**config.mk**
```make
export PLATFORM = sky130hd
export DESIGN_NAME = dsp_adder48
export DESIGN_NICKNAME = d
export VERILOG_FILES = /design/src/rtl/dsp_adder48.sv
export SDC_FILE = /design/constraint.sdc
export NUM_CORES = 1
export LEC_CHECK = 0
export BUFFER_PORTS_ARGS = -buffer_cell sky130_fd_sc_hd__buf_4
export CAP_MARGIN = 20
export CORE_MARGIN = 4
export CORE_UTILIZATION = 45
export CTS_BUF_LIST = sky130_fd_sc_hd__clkbuf_4 sky130_fd_sc_hd__clkbuf_8
export DETAILED_ROUTE_END_ITERATION = 6
export PLACE_DENSITY_LB_ADDON = 0.08
export SLEW_MARGIN = 20
export SYNTH_ARGS = -nofsm -noshare
export SYNTH_HDL_FRONTEND = slang
export SYNTH_SLANG_ARGS = --single-unit
```
**constraint.sdc**
```tcl
create_clock -name CLK -period 3.1 [get_ports CLK]
set_clock_uncertainty 0.15 [all_clocks]
set_input_delay 0 -clock CLK [delete_from_list [all_inputs] [get_ports CLK]]
set_output_delay 0 -clock CLK [all_outputs]
set_load 0.02 [all_outputs]
```
**src/rtl/dsp_adder48.sv**
```systemverilog
// Pipelined 48-bit two's-complement adder (A + B -> OUT1), latency 2 (INREG=1) or 1 (INREG=0).
// Accepts a pair every clock and never stalls; `DSP_ADDER48_SAT_EN selects a saturating add instead of wrap.
module dsp_adder48 #(
  parameter int INREG = 1
) (
  input  logic        CLK,
  input  logic        RST,
  input  logic [47:0] AIN1,
  input  logic [47:0] BIN1,
  output logic [47:0] OUT1
);

  logic [47:0] w_a;
  logic [47:0] w_b;
  logic [47:0] w_res;
  logic [47:0] r_out;

  if (INREG != 0) begin : g_inreg
    logic [47:0] r_a_q;
    logic [47:0] r_b_q;

    always_ff @(posedge CLK) begin
      if (!RST) begin
        r_a_q <= '0;
        r_b_q <= '0;
      end else begin
        r_a_q <= AIN1;
        r_b_q <= BIN1;
      end
    end

    assign w_a = r_a_q;
    assign w_b = r_b_q;
  end else begin : g_noinreg
    assign w_a = AIN1;
    assign w_b = BIN1;
  end

`ifdef DSP_ADDER48_SAT_EN
  // Sign-extended 49-bit sum: bits 48 and 47 disagree exactly when the 48-bit result overflowed,
  // and bit 48 is the true sign, which picks the clamp direction.
  logic [48:0] w_sum49;
  logic        w_ovf;

  assign w_sum49 = {w_a[47], w_a} + {w_b[47], w_b};
  assign w_ovf   = w_sum49[48] ^ w_sum49[47];

  always_comb begin
    w_res = w_sum49[47:0];
    if (w_ovf) begin
      w_res = w_sum49[48] ? 48'h8000_0000_0000 : 48'h7FFF_FFFF_FFFF;
    end
  end
`else
  assign w_res = w_a + w_b;
`endif

  always_ff @(posedge CLK) begin
    if (!RST) begin
      r_out <= '0;
    end else begin
      r_out <= w_res;
    end
  end

  assign OUT1 = r_out;

endmodule

```
[Word level (Yosys, flattened, before mapping)]
Cells that the tools add are included.
Storage, ports and cells
  output and inout bits: 48
  input port bits: 98
  logic and storage cells: 4
  bits in registers: 144
Operators by class
  $add $sub $neg: 1
Operators by type and width (count)
  48-bit adder: 1

[Logic depth before layout (Yosys ltp)]
  depth after elaboration: 1
  gate-level depth with buffers: 12
  depth with buffers taken out: 12

[Worst setup path before layout]
Ideal clock, no wire load.
  kind: reg-to-reg
  start: register g_inreg.r_a_q[8]
  end: register r_out[37], in the netlist OUT1[37]
  required time: 2.835 ns
  setup slack: 0.398 ns
  library setup time: 0.115 ns
  buffers on the path: 0
  arrival time: 2.437 ns
  clock period less this slack: 2.702 ns
  cell stages (with the launch flop): 12
  path through: dfxtp_1 > ha_1 > and3_1 > o211a_1 > a21oi_1 > o221ai_1 > a211oi_1 > o21ai_0 > a21oi_1 > nor2_1 > xor2_1 > and2_1
On the way
  word-level cells in the longest chain between the ends: 1
Ends and longest elaborated chain
  start: declaration: RTL line 19  | logic [47:0] r_a_q;
  start signal: assignment: RTL line 24  | r_a_q <= '0;
  start signal: assignment: RTL line 27  | r_a_q <= AIN1;
  48-bit adder: RTL line 55  | assign w_res = w_a + w_b;
  end signal: assignment: RTL line 62  | r_out <= w_res;
  end: declaration: RTL line 16  | logic [47:0] r_out;
No other way between the ends.
A chain may end at the register's enable or synchronous reset.

[Worst setup path in the final report]
  start: register g_inreg.r_a_q[8]
  end: register r_out[47], in the netlist OUT1[47]
The elaborated chain is that of the path after synthesis.

==> impl_metrics.tcl <==
set metrics [dict create \
    drtAntennaViolNets 0 \
    reg2regPathDepth 11 \
    clkSinkCount 144 \
    pin_count 146 \
    swShare_pct 25.0 \
    fin_hold_ws_ps 134 \
    synth-main-ff-cell "dfxtp_1" \
    synth_cells 690 \
    min_path_cells 3 \
    outcome "complete, no violations" \
    grt_overflow_total 0 \
    grt_use_total_pct 19.7 \
    syn_area_per_cell_sq_um 9.24 \
    clk_pin_slew_worst_paths_ps 80 \
    die_y_um 127 \
    dr.pass1.iters 5 \
    leakagePower_uw 0.00417 \
    maxSlewViolCount 0 \
    cts_tree "built" \
    tightest_slew_ps 738 \
    hold_class "in -> reg" \
    power.internal_uw 3450 \
    grt_start_max_net_pins 104 \
    wl_mm 15.8 \
    fillers 1099 \
    ctsHtreeMaxLevel 4 \
    place_congestion 0.888 \
    max_slew_margin_pct 50.8 \
    area_growth_syn_to_layout_pct 43.8 \
    max-vdd-ir-drop_uv 275 \
    die_w_um 127 \
    clkLatencyLatePin_ps 460 \
    p_total_uw 4600 \
    grt_pass1_vias 5590 \
    vias 5542 \
    synth-async-reset-ratio_pct 0 \
    fin_crit_sh_pct 96.2 \
    combPwrFrac_pct 19.1 \
    crit_path_start_kind "flop" \
    final_nets 1078 \
    via_per_inst 4.93 \
    synthesis.nets 836 \
    drc 0 \
    io_buffer_count 145 \
    cap_violations 0 \
    die_area_sq_um 16100 \
    dp_hpwl_mm 10.8 \
    worst_ep_arrival_time_ps 3160 \
    core_sq_um 13900 \
    final_cell_mix "155 x buf_4, 144 x dfxtp_1, 101 x and2_1" \
    drt_iter0_drc 310 \
    setup_viol 0 \
    pre_cts_slack_ps 0.611 \
    layout-drive-gt1-share_pct 22.4 \
    rows 43 \
    synth_edf_count 0 \
    cp_max_fo 5 \
    layout_min_cycle_time_ps 2980 \
    cts_root_buf "clkbuf_8" \
    start_util_pct 45.9 \
    endpoint_kind "flop" \
    ys_warn_count 0 \
    hold_viol 0 \
    ys_seq_area_share_pct 45.2 \
    numCtsBuffers 17 \
    antennaDiodeCount 0 \
    pwr-share-seq_pct 44.0 \
    clkPwrFrac_pct 36.9 \
    final_common_cell "buf_4" \
    grt_pass1_wl_mm 25.6 \
    clockBufferDepth 2 \
    syn-cell-area_sq_um 6370 \
    crit_type "reg -> reg" \
    antenna_found_initial 0 \
    ys_seq_elements 144 \
    synth_cell_types 46 \
    switchingPower_uw 1150 \
    setup_ws_ps 118 \
    max_freq_mhz 335 \
    cp_data_required_time_ps 3270 \
    routedWlPerCell_um 14.0 \
    power.density_nw_per_um2 502 \
]
## stage by stage
| step | util (%) | instances | TNS [ps] | cell area [sq um] |
|---|---|---|---|---|
| after detailed placement | 54.7 | 993 | 0 | 7600 |
| after CTS | 65.1 | 1121 | 0 | 9040 |
| after floorplan | - | 690 | 0 | 6370 |
| after global placement | 54.7 | 993 | 0 | 7600 |
| after global routing | 66.0 | 1124 | -16.9 | 9160 |
| final | 66.0 | 1124 | 0 | 9160 |
## cells in the mapped netlist (7+ instances only)
master / n / share of area [%]
xor2_1: 17 / 2.3
dfxtp_1: 144 / 45
o21a_1: 8 / 0.94
buf_4: 7 / 0.82
nand4_1: 11 / 1.1
xnor2_1: 25 / 3.4
and2_1: 101 / 9.9
clkbuf_1: 17 / 1.0
a21o_1: 25 / 2.9
nor3_1: 10 / 0.79
a21oi_1: 63 / 4.9
nand3_1: 10 / 0.79
nand2_1: 38 / 2.2
o21ai_0: 30 / 2.4
inv_1: 11 / 0.65
ha_1: 47 / 9.2
nor2_1: 62 / 3.7
## cell families after synthesis
group	count (synthesis)	share of synthesized area [%]
and+or+nand+nor	251	20.4
AOI/OAI and AO/OA	163	16.0
DFF	144	45.2
adders and majority gates	48	9.54
xor gates and xnor gates	42	5.77
buffers and inverters	41	2.92
muxes	1	0.157
## per-layer routing
metal	routed length, um	track usage [%]	vias up
li1	-	-	2847
met1	6620	22.7	2529
met2	8180	35.1	143
met3	721	5.18	23
met4	261	7.00	0
met5	0	0	-
## worst max-delay path: stages, from the launching register on
cell and delay, ps:
dfxtp_1 310, ha_2 370, and3_4 200, o211a_1 170, a41oi_1 140, o21ai_2 120, o211ai_2 130, o31a_1 370
or4_4 510, a31oi_2 190, xnor2_1 130, nor2_1 50
## state kept, by name, indices dropped and copies added, names as in the netlist
signal	count
OUT1	48
g_inreg.r_a_q	48
g_inreg.r_b_q	48
## power by group through the flow
stage	combinational (uW)	clock, uW	sequential, uW
2_1_floorplan	399	0	2130
3_3_place_gp	750	0	2060
3_5_place_dp	756	0	2060
4_1_cts	859	1740	2020
5_1_grt	960	1800	2030
6_report	877	1700	2020
## area by class of cell
type	instances	area, sq um	area share [%]
Clock buffer	21	283	3.09
Clock inverter	10	183	1.99
Inverter	12	45.0	0.492
Multi-Input combinational cell	505	3410	37.2
Sequential cell	144	2880	31.5
Tap cell	180	225	2.46
Timing Repair Buffer	252	2130	23.3
## path summary, 6_finish.rpt
| check | endpoint | slack [ps] | start |
|---|---|---|---|
| hold reg to reg | OUT1[0] | 420 | g_inreg.r_b_q[0] |
| hold / removal | g_inreg.r_b_q[33] | 130 | BIN1[33] |
| setup reg to reg | OUT1[47] | 120 | g_inreg.r_a_q[8] |
| setup / recovery | OUT1[47] | 120 | g_inreg.r_a_q[8] |
## timing repair
item                       CTS  global route
hold buffers                97             0
pin swaps                    0             6
gates resized for setup      1            23
buffers inserted             0             3
setup endpoints to repair    1            17
hold endpoints to repair    97             0
No activity file was read; power rests on OpenSTA's default activity.
